File: config.mk
export PLATFORM = sky130hd
export DESIGN_NAME = adpll_loop_filter
export DESIGN_NICKNAME = d
export VERILOG_FILES = /design/src/rtl/adpll_loop_filter.sv
export SDC_FILE = /design/constraint.sdc
export NUM_CORES = 1
export LEC_CHECK = 0
export CELL_PAD_IN_SITES_DETAIL_PLACEMENT = 0
export CELL_PAD_IN_SITES_GLOBAL_PLACEMENT = 1
export CORE_ASPECT_RATIO = 1.5
export CORE_MARGIN = 10
export CORE_UTILIZATION = 49
export DETAILED_ROUTE_END_ITERATION = 8
export PLACE_DENSITY_LB_ADDON = 0.1
export SETUP_SLACK_MARGIN = 0.02
export SLEW_MARGIN = 20
export SYNTH_ARGS = -nofsm -noshare
export SYNTH_HDL_FRONTEND = slang
export SYNTH_SLANG_ARGS = --single-unit
File: constraint.sdc
create_clock -name clk -period 9.3 [get_ports clk]
set_input_delay 0.93 -clock clk [delete_from_list [all_inputs] [get_ports clk]]
set_output_delay 0.93 -clock clk [all_outputs]
set_load 0.02 [all_outputs]
File: src/rtl/adpll_loop_filter.sv
// adpll_loop_filter: accumulate-and-dump PI loop filter for the ADPLL.
// Sums blocks of 2^NL signed phase-error samples and, for every finished
// block, updates a proportional-plus-integral frequency word for the DDS.
//
// Handshake: a sample is taken on any rising clk edge where err_valid & en
// are both high; there is no back-pressure, so the accumulator never stalls
// or drops samples. freq_valid is a one-cycle pulse marking the cycle in
// which freq_out carries a newly computed word; freq_out holds otherwise.
module adpll_loop_filter #(
   parameter int             EW       = 10,
   parameter int             PW       = 32,
   parameter int             NL       = 4,
   parameter int             KP_SHIFT = 8,
   parameter int             KI_SHIFT = 4,
   parameter logic [PW-1:0]  F0       = 32'h0100_0000
) (
   input  logic                 clk,
   input  logic                 rst,
   input  logic                 en,
   input  logic                 err_valid,
   input  logic signed [EW-1:0] err,
   input  logic                 clr_integ,
   output logic signed [PW-1:0] freq_out,
   output logic                 freq_valid,
   output logic [1:0]           state_dbg
);

   localparam int AW = EW + NL;   // block accumulator width
   localparam int SW = PW + 2;    // width of every intermediate sum

   localparam logic [NL-1:0]        CNT_LAST = '1;
   localparam logic signed [SW-1:0] SAT_MAX  = {{3{1'b0}}, {(PW-1){1'b1}}};
   localparam logic signed [SW-1:0] SAT_MIN  = {{3{1'b1}}, {(PW-1){1'b0}}};
   localparam logic signed [SW-1:0] F0_EXT   = {{2{F0[PW-1]}}, F0};

   typedef enum logic [1:0] {
      IDLE = 2'd0,
      SUM  = 2'd1,
      OUT  = 2'd2
   } state_t;

   state_t state;
   state_t state_next;
   logic   sum_en;
   logic   out_en;

   logic signed [AW-1:0] acc;
   logic [NL-1:0]        cnt;
   logic signed [AW-1:0] s_reg;
   logic                 dump_pend;
   logic signed [SW-1:0] prop;
   logic signed [PW-1:0] integ;

   // Clamp a wide sum into the PW-bit signed range.
   function automatic logic signed [PW-1:0] sat(input logic signed [SW-1:0] x);
      if (x > SAT_MAX) begin
         return SAT_MAX[PW-1:0];
      end else if (x < SAT_MIN) begin
         return SAT_MIN[PW-1:0];
      end else begin
         return x[PW-1:0];
      end
   endfunction

   logic                 accept;
   logic signed [AW-1:0] err_ext;
   logic signed [AW-1:0] acc_sum;
   logic signed [SW-1:0] s_ext;
   logic signed [SW-1:0] integ_ext;
   logic signed [SW-1:0] integ_sum;
   logic signed [SW-1:0] freq_sum;

   assign accept    = err_valid & en;
   assign err_ext   = {{NL{err[EW-1]}}, err};
   assign acc_sum   = acc + err_ext;
   assign s_ext     = {{(SW-AW){s_reg[AW-1]}}, s_reg};
   assign integ_ext = {{2{integ[PW-1]}}, integ};
   assign integ_sum = integ_ext + (s_ext <<< KI_SHIFT);
   assign freq_sum  = F0_EXT + integ_ext + prop;
   assign state_dbg = state;

   // Block accumulator: sums accepted samples and hands each finished block
   // to the filter via s_reg/dump_pend. A clear discards the partial block
   // and any dump not yet picked up by the FSM.
   always_ff @(posedge clk) begin
      if (rst) begin
         acc       <= '0;
         cnt       <= '0;
         s_reg     <= '0;
         dump_pend <= 1'b0;
      end else if (clr_integ) begin
         acc       <= '0;
         cnt       <= '0;
         dump_pend <= 1'b0;
      end else begin
         if (state == IDLE && dump_pend) begin
            dump_pend <= 1'b0;
         end
         if (accept) begin
            if (cnt == CNT_LAST) begin
               s_reg     <= acc_sum;
               acc       <= '0;
               cnt       <= '0;
               dump_pend <= 1'b1;
            end else begin
               acc <= acc_sum;
               cnt <= cnt + 1'b1;
            end
         end
      end
   end

   // FSM state register.
   always_ff @(posedge clk) begin
      if (rst) begin
         state <= IDLE;
      end else begin
         state <= state_next;
      end
   end

   // FSM next state and stage strobes: IDLE waits for a dump, SUM updates
   // the P and I terms, OUT publishes the new frequency word.
   always_comb begin
      state_next = state;
      sum_en     = 1'b0;
      out_en     = 1'b0;
      case (state)
         IDLE: begin
            if (dump_pend && !clr_integ) begin
               state_next = SUM;
            end
         end
         SUM: begin
            sum_en     = 1'b1;
            state_next = OUT;
         end
         OUT: begin
            out_en     = 1'b1;
            state_next = IDLE;
         end
         default: state_next = IDLE;
      endcase
   end

   // Proportional term and saturating integrator; a clear wins over the
   // integrator update but the proportional term is still computed.
   always_ff @(posedge clk) begin
      if (rst) begin
         prop  <= '0;
         integ <= '0;
      end else begin
         if (sum_en) begin
            prop <= s_ext <<< KP_SHIFT;
         end
         if (clr_integ) begin
            integ <= '0;
         end else if (sum_en) begin
            integ <= sat(integ_sum);
         end
      end
   end

   // Registered output word and its one-cycle update pulse.
   always_ff @(posedge clk) begin
      if (rst) begin
         freq_out   <= F0;
         freq_valid <= 1'b0;
      end else begin
         freq_valid <= out_en;
         if (out_en) begin
            freq_out <= sat(freq_sum);
         end
      end
   end

endmodule

* After elaboration in Yosys (flattened, before gate mapping)
Cells that the tools add are included.
Storage, ports and cells: register bits after elaboration 114, latch bits 0, RAM bits 0, bits in read-only memories 0, output and inout port bits 35, word-level logic and storage cells 43, memories kept 0
Operators by class: add/sub/neg operators 5, multipliers 0, div/mod/pow operators 0, magnitude comparators 4, eq/ne operators 4, shift-type cells 0, mux-type cells 13, bitwise logic cells 2, reduce and logical (&&, ||, !) cells 6
Operator list (count):
- 2-to-1 mux 32 bit | 4
- adder 33 x 22 -> 34 bit | 1
- greater-than comparator 34 x 32 -> 1 bit, second input constant | 1
- less-than comparator 34 x 32 -> 1 bit, second input constant | 1
- adder 26 x 32 -> 33 bit, first input constant | 1
- adder 32 x 18 -> 33 bit | 1
- greater-than comparator 33 x 32 -> 1 bit, second input constant | 1
- less-than comparator 33 x 32 -> 1 bit, second input constant | 1
- adder 14 x 10 -> 14 bit | 1
- 2-to-1 mux 14 bit | 1
- 2-to-1 mux 1 bit | 5
- adder 4 x 1 -> 4 bit, second input constant | 1
- equality test 4 bit, second input constant | 1
- 2-to-1 mux 4 bit | 1
- one-hot mux 2 bit (2 select lines) | 1
- AND reduction 3 bit | 1
- equality test 2 x 1 -> 1 bit, second input constant | 1
- equality test 2 bit, second input constant | 1
- logical AND 1 bit | 2
- logical NOT 2 bit | 1
- 2-to-1 mux 2 bit | 1
- inequality test 2 x 1 -> 1 bit, second input constant | 1
- OR reduction 2 bit | 1
- bitwise AND 1 bit | 1
- 2 further kinds | 2

* Logic depth before layout (Yosys ltp)
Gate-level depths: netlist of run 1.
word-level depth 5, mapped depth 15, depth with buffers taken out 13

* Least setup slack after synthesis of run 1
OpenSTA, ideal clock, no wires.
path kind register -> register, from register prop[21] (netlist name), to register freq_out[11], setup time 0.136 ns, data arrival time 3.176 ns, data required time 9.164 ns, slack 5.988 ns, cell stages (with the launch flop) 14, path buffers 2, period minus slack after synthesis 3.312 ns, cell sequence dfxtp_1 -> ha_1 -> ha_1 -> clkbuf_1 -> a21o_1 -> a21o_1 -> a211oi_1 -> or3_1 -> o2111ai_1 -> a211oi_4 -> nand4_2 -> a21oi_4 -> buf_6 -> a211oi_1
Between the ends: cells in the longest elaborated chain, start to end 4
RTL lines:
- adder 33 x 22 -> 34 bit * | RTL line 79 | assign freq_sum = F0_EXT + integ_ext + prop;
- less-than comparator 34 x 32 -> 1 bit | RTL line 58 | end else if (x < SAT_MIN) begin
- 2-to-1 mux 32 bit | RTL line 58
- 2-to-1 mux 32 bit * | RTL line 56 | if (x > SAT_MAX) begin
- end signal, assigned | RTL line 172 | freq_out <= sat(freq_sum);
- end, declared | RTL line 23 | output logic signed [PW-1:0] freq_out,
Every way passes the cells marked *; elsewhere a longest branch is shown, timed or not. A chain may end at the register's enable or synchronous reset.

* Final worst setup path of run 1
from register integ[9], to register freq_out[29]
Between the ends: cells in the longest elaborated chain, start to end 5
RTL lines:
- start, declared | RTL line 52 | logic signed [PW-1:0] integ;
- start signal, assigned | RTL line 159 | integ <= sat(integ_sum);
- adder 26 x 32 -> 33 bit * | RTL line 79
- adder 33 x 22 -> 34 bit * | RTL line 79
- less-than comparator 34 x 32 -> 1 bit | RTL line 58
- 2-to-1 mux 32 bit | RTL line 58
- 2-to-1 mux 32 bit * | RTL line 56
Marks and branches as above.

==> key figures, run 1 <==
Outcome
  – Status: finished clean

Power and ir drop
  – Net Sw Frac: 24.7%
  – Sequential Power Share: 52.1%
  – Peak VDD IR: 0.0885 mV
  – Psw: 0.220 mW
  – P per Cell Area: 103 mW/mm²
  – Combinational group share of total power: 5.0%
  – Clk pwr share: 42.9%
  – Leakage power: 3.49 nW
  – Internal Power: 0.672 mW

Global route
  – First-pass GRT wire length: 32500 µm
  – Total gr overflow: 0
  – Antenna violations before repair: 0
  – Largest net degree at the start of global routing: 70
  – Vias in the first global route: 6807
  – Total GRT Usage: 17.8%

Timing
  – Worst slew margin: 36.4%
  – Fin crit share: 45.4%
  – Final hold vios: 0
  – Final setup TNS: 0 ns
  – Worst setup margin: 5.08 ns
  – Setup Skew: 0.0141 ns
  – Final setup fails: 0
  – Fin crit period: 4.22 ns
  – Worst Tran Pin Value: 0.950 ns
  – Fmax: 237 MHz
  – Max-slew violations: 0
  – RSZ-0062 raised after global routing: no

Setup path
  – CP Depth: 13
  – Critical path buffers and inverters: 1
  – Req. time, crit path: 9.56 ns
  – CP cell instances: ha_1 -> ha_1 -> inv_1 -> fa_1 -> nor2b_1 -> o31a_1 -> o31a_1 -> o21ai_2 -> a211oi_1 -> nor3_1 -> o21ai_4 -> a21oi_4 -> a211oi_1
  – Worst path arrival time: 4.48 ns
  – Worst stage delay on the critical path: 0.66 ns
  – Worst path slowest cell: o21ai_4
  – Critical path peak fanout: 31
  – CP Capture Type: flop
  – CP delay by family, top: compound AO/OA/AOI/OAI gates
  – Kind of critical path: reg -> reg
  – Reg2Reg Setup Slack: 5.08 ns
  – Worst r2r path cells: 13
  – Critical path launch point type: flop

Yosys
  – Synth warn: 0
  – Number of synthesized register bits: 108
  – Netlist cell types: 68
  – Top cell type's share of synthesized area: 27.7%
  – Ys async rst share: 0%
  – Avg Cell Area, Syn: 8.15 µm²
  – Seq/Total Area, Yosys: 27.7%
  – Syn_nets: 1066
  – Number of synthesized flops with an enable pin: 0
  – Top FF cell, synth: dfxtp_1
  – Cell taking the most area after synthesis: dfxtp_1
  – Synthesized cell area: 0.00781 mm²
  – Largest cells by area after synthesis: dfxtp_1 (28%), ha_1 (14%), a21oi_1 (6.9%), o21ai_0 (5.3%), nand2_1 (4.0%)
  – Cells after synthesis: 958

Cells and area
  – P&R area growth vs syn: 10.9%
  – Final Net Count: 1081
  – Finished Cell Area: 0.00866 mm²
  – Post-Layout Cell Count: 1181
  – Biggest regs: freq_out: 29 flops, integ: 29 flops
  – Layout cells sized above 1: 4.09%
  – Diodes inserted: 0

Drt
  – Per-cell routed wire length: 16.1 µm
  – Final ANT Viol Nets: 0
  – First-pass DRT Iterations: 4
  – Drt via density: 5.84
  – Total number of vias: 6898
  – Routed WL: 19000 µm
  – Initial drt markers: 386
  – Drt drc: 0

Clock network
  – Hold-fix buffers, CTS: 0
  – Num CTS Buffers: 9
  – Clock tree from TritonCTS: done
  – Worst-path clk slew: 0.09 ns
  – Clock Sink Count: 108
  – PostCTS Resize Cnt: 0
  – Worst-Skew Late Latency: 0.36 ns
  – CTS Root Cell: clkbuf_16
  – CTS H-Tree Depth: 3
  – Clock Path Buffers: 2
  – Post-CTS Setup Bufs: 0

Place
  – Placed cell count: 1165
  – GPL Wtd Cong: 0.891
  – Cell Area, Placed: 0.00836 mm²
  – HPWL after DPL: 14800 µm
  – DP Worst Slack: 4.74 ns
  – PortBufs: 49

Worst hold path
  – Hold path depth: 2
  – Hold crit path type: reg -> reg

Die
  – Die area: 0.0215 mm²
  – Io pins: 50
  – Row cnt: 56
  – Initial core utilization: 50.0%
  – Core ar.: 0.0156 mm²
  – Die H: 175 µm
  – Die Wd: 123 µm

Run
  – Max-Cap Viols: 0
## cell usage in the layout, fill, tap and decap left out, types with 4 or more instances in the layout
master           Yosys  layout
dfxtp_1            108     108
a21oi_1            107     107
ha_1                90      90
nand2_1             84      84
nor2_1              83      83
o21ai_0             82      82
clkdlybuf4s50_1      0      48
a211oi_1            36      36
inv_1               33      33
xnor2_1             28      28
maj3_1              27      27
a21o_1              22      22
nand3_1             22      22
xor2_1              19      18
nor3_1              12      12
o21a_1              11      11
or3_1               10      10
o21bai_1             9       9
o211ai_1             9       9
clkbuf_16            0       9
and3_1               8       8
a22oi_1              7       7
nand2b_1             6       6
nor2b_1              8       6
nand4_1              6       6
a31oi_1              5       5
a21boi_0             5       5
o31a_1               5       5
nor4_1               5       5
buf_4                7       5
and2_1               4       4
nor3b_1              4       4
inv_6                0       4
## per-layer routing
layer	part of all wire (%)	GRT usage, %	up-vias
met5	0	0	-
met4	1.7	5.11	0
met3	3.4	2.16	23
met2	51	32.2	106
met1	43	21.2	3246
li1	-	-	3523
## worst register-to-register path, cell delays in order (launching register included)
cell and delay [ns]:
dfxtp_1 0.35, ha_1 0.29, ha_1 0.21, inv_1 0.07
fa_1 0.40, nor2b_1 0.17, o31a_1 0.18, o31a_1 0.22
o21ai_2 0.13, a211oi_1 0.57, nor3_1 0.19, o21ai_4 0.66
a21oi_4 0.38, a211oi_1 0.30
## cell type report
class                           instances  area [µm²]
Timing Repair Buffer                   54         523
Sequential cell                       108        2160
Multi-Input combinational cell        767        5310
Clock inverter                          6        62.6
Clock buffer                           10         229
Fill cell                            1485        6960
Tap cell                              203         254
Inverter                               33         124
## through the flow
| step | util, % | power (mW) | hold WS (ns) |
|---|---|---|---|
| after global placement | 53.5 | 0.519 | 0.444 |
| after CTS | 55.4 | 0.905 | 0.462 |
| final | 55.5 | 0.892 | 0.461 |
| after detailed placement | 53.5 | 0.520 | 0.451 |
| after global routing | 55.5 | 0.927 | 0.479 |
| after floorplan | - | 0.505 | 0.436 |
## cell families after synthesis
group | Yosys count | synth area share [%]
AND/OR/NAND/NOR | 261 | 15.3
adder cells (fa/ha/maj) | 120 | 18.6
XOR/XNOR | 47 | 5.27
multiplexers | 3 | 0.401
buffers and inverters | 83 | 4.77
flip-flops | 108 | 27.7
AO/OA/AOI/OAI | 336 | 27.9
## power by group through the flow
stage	sequential (mW)	clock (mW)	combinational, mW
final	0.465	0.383	0.0445
after global routing	0.465	0.412	0.0498
after CTS	0.465	0.395	0.0448
after detailed placement	0.476	0	0.0446
after global placement	0.476	0	0.0438
after floorplan	0.475	0	0.0297
## cells in the mapped netlist, types with 5 or more instances
| cell | instances |
|---|---|
| a211oi_1 | 36 |
| a21boi_0 | 5 |
| a21o_1 | 22 |
| a21oi_1 | 107 |
| a22oi_1 | 7 |
| a31oi_1 | 5 |
| and3_1 | 8 |
| buf_1 | 5 |
| buf_4 | 7 |
| clkbuf_1 | 30 |
| dfxtp_1 | 108 |
| ha_1 | 90 |
| inv_1 | 33 |
| maj3_1 | 27 |
| nand2_1 | 84 |
| nand2b_1 | 6 |
| nand3_1 | 22 |
| nand4_1 | 6 |
| nor2_1 | 83 |
| nor2b_1 | 8 |
| nor3_1 | 12 |
| nor4_1 | 5 |
| o211ai_1 | 9 |
| o21a_1 | 11 |
| o21ai_0 | 82 |
| o21bai_1 | 9 |
| o31a_1 | 5 |
| or3_1 | 10 |
| xnor2_1 | 28 |
| xor2_1 | 19 |
## path summary, 6_finish.rpt
check / startpoint / endpoint
setup / recovery: integ[9] / freq_out[29]
hold / removal: prop[17] / prop[17]
setup reg to reg: integ[9] / freq_out[29]
hold reg to reg: prop[17] / prop[17]
Note: power is estimated with default switching activity, not from simulation.
==> run 2, diff against run 1 <==
- CORE_UTILIZATION: 49 -> 46
- clock period: 9.3 -> 4.3 ns (I/O delays scaled with it)
==> run 2 against run 1 <==
Worst hold slack is essentially flat. Cell count is 1.4% higher. Flip-flop and latch count is the same. Routed wire length up 5.3%. Largest cell class unchanged.
==> key figures, run 2 (synthesis results as in run 1) <==
Setup path
  – Critical path launch point type: flop
  – Critical path peak fanout: 27 (-13%)
  – CP delay by family, top: compound AO/OA/AOI/OAI gates
  – CP Depth: 15 (+2)
  – CP Capture Type: flop
  – Kind of critical path: reg -> reg
  – Worst r2r path cells: 15 (+2)
  – Worst path slowest cell: a211oi_1
  – CP cell instances: ha_1 -> ha_1 -> inv_1 -> fa_1 -> nor2b_1 -> o31a_1 -> o31a_1 -> o21ai_2 -> a211oi_1 -> nor3_1 -> o21ai_2 -> buf_4 -> a21oi_4 -> buf_4 -> a211oi_1
  – Critical path buffers and inverters: 3 (+2)
  – Req. time, crit path: 4.58 ns (-4.98 ns)
  – Worst stage delay on the critical path: 0.44 ns (-0.22 ns)
  – Worst path arrival time: 3.90 ns (-0.58 ns)

Die
  – Die area: 0.0227 mm² (+5.6%)
  – Io pins: 50 (unchanged)
  – Die H: 180 µm (+2.8%)
  – Core ar.: 0.0168 mm² (+7.3%)
  – Die Wd: 126 µm (+2.7%)
  – Initial core utilization: 46.6% (-3.4 points)
  – Row cnt: 58 (+3.6%)

Timing
  – Worst Tran Pin Value: 0.904 ns (-0.0463 ns)
  – Fin crit share: 84.1% (+39 points)
  – Final setup TNS: 0 ns (unchanged)
  – Setup Skew: 0.0108 ns (-0.00326 ns)
  – Fmax: 277 MHz (+17%)
  – RSZ-0062 raised after global routing: no
  – Final setup fails: 0 (unchanged)
  – Worst slew margin: 39.6% (+3.2 points)
  – Final hold vios: 0 (unchanged)
  – Max-slew violations: 0 (unchanged)
  – Worst hold margin: 0.461 ns (-0.000288 ns)
  – Fin crit period: 3.62 ns (-0.603 ns)

Clock network
  – Num CTS Buffers: 9 (unchanged)
  – Hold-fix buffers, CTS: 0 (unchanged)
  – PostCTS Resize Cnt: 0 (unchanged)
  – Clock Path Buffers: 2 (unchanged)
  – Worst-path clk slew: 0.08 ns (about the same)
  – Clock tree from TritonCTS: done
  – CTS Root Cell: clkbuf_16
  – Clock Sink Count: 108 (unchanged)
  – Worst-Skew Late Latency: 0.37 ns (about the same)
  – CTS H-Tree Depth: 3 (unchanged)
  – Post-CTS Setup Bufs: 0 (unchanged)

Cells and area
  – Final Net Count: 1090 (+0.83%)
  – Most frequent cells in the layout: dfxtp_1 (108), a21oi_1 (107), ha_1 (90), nand2_1 (84), nor2_1 (83)
  – Layout cells sized above 1: 4.96% (+0.87 points)
  – Commonest non-fill, non-tap cell in the layout: dfxtp_1
  – Final core utilization: 52.2% (-3.2 points)
  – P&R area growth vs syn: 12.1%
  – Diodes inserted: 0 (unchanged)
  – Finished Cell Area: 0.00875 mm² (+1.0%)
  – Biggest regs: freq_out: 29 flops, integ: 29 flops
  – Filler cells: 1696 (+14%)
  – Post-Layout Cell Count: 1197 (+1.4%)

Outcome
  – Status: finished clean

Place
  – HPWL after DPL: 15500 µm (+5.3%)
  – Placed cell count: 1181 (+1.4%)
  – Cell Area, Placed: 0.00845 mm² (+1.1%)
  – PortBufs: 49 (unchanged)
  – GPL Wtd Cong: 0.850 (-4.6%)

Drt
  – First-pass DRT Iterations: 5 (+1)
  – Drt via density: 5.74 (-1.8%)
  – Final ANT Viol Nets: 0 (unchanged)
  – Per-cell routed wire length: 16.7 µm (+3.9%)
  – Routed WL: 20000 µm (+5.3%)
  – Drt drc: 0 (unchanged)
  – Total number of vias: 6869 (-0.42%)
  – Initial drt markers: 297 (-23%)

Global route
  – GR peak layer: met2
  – M2 GR Usage: 33.3% (+1.1 points)
  – First-pass GRT wire length: 33500 µm (+3.4%)
  – Total gr overflow: 0 (unchanged)
  – Antenna violations before repair: 0 (unchanged)
  – GR Layer Usage met1: 18.9% (-2.4 points)
  – Largest net degree at the start of global routing: 64 (-8.6%)
  – Met3 usage: 2.47% (+0.31 points)
  – Vias in the first global route: 6750 (-0.84%)
  – Total GRT Usage: 17.5% (-0.33 points)

Power and ir drop
  – Peak VDD IR: 0.168 mV (+89%)
  – Leakage power: 3.54 nW (+1.5%)
  – P per Cell Area: 226 mW/mm² (+120%)

Run
  – Max-Cap Viols: 0 (unchanged)

Worst hold path
  – Hold path depth: 2 (unchanged)
  – Hold crit path type: reg -> reg
==> run 2: path summary, 6_finish.rpt <==
path                 start     endpoint  slack, ns
setup / recovery  integ[9]  freq_out[8]       0.68
hold / removal    prop[16]     prop[16]       0.46
setup reg to reg  integ[9]  freq_out[8]       0.68
hold reg to reg   prop[16]     prop[16]       0.46
==> run 2: layer usage <==
| metal | vias to the layer above | routed length, µm |
|---|---|---|
| met2 | 79 | 11000 |
| li1 | 3542 | - |
| met3 | 22 | 477 |
| met5 | - | 0 |
| met1 | 3226 | 8130 |
| met4 | 0 | 389 |
==> run 2: stage by stage <==
step           power, mW  worst slack (ns)
2_1_floorplan       1.09             0.988
3_3_place_gp        1.13             0.743
3_5_place_dp        1.13             0.680
4_1_cts             2.00             0.669
5_1_grt             2.04             0.269
6_report            1.98             0.684
==> run 2: area by class of cell <==
cell class / instances / area, µm² / share of cell area, %
clock buffer: 9 / 225 / 2.57
clock inverter: 7 / 81.3 / 0.929
inverter: 33 / 124 / 1.41
multi-input combinational: 767 / 5300 / 60.5
sequential: 108 / 2160 / 24.7
tap: 210 / 263 / 3.00
timing repair buffer: 63 / 603 / 6.89
==> run 2: report_power, final <==
part           total (mW)  switching, mW  internal, mW
Combinational      0.0977         0.0586        0.0391
Sequential           1.01        0.00244          1.00
Clock               0.874          0.412         0.462
Total                1.98          0.473          1.50
==> run 2: worst reg2reg max path: stages, from the launching register on <==
cell and delay [ns]:
dfxtp_1 0.34, ha_1 0.29, ha_1 0.20, inv_1 0.07
fa_1 0.40, nor2b_1 0.16, o31a_1 0.19, o31a_1 0.20
o21ai_2 0.11, a211oi_1 0.44, nor3_1 0.13, o21ai_2 0.21
buf_4 0.25, a21oi_4 0.07, buf_4 0.24, a211oi_1 0.25
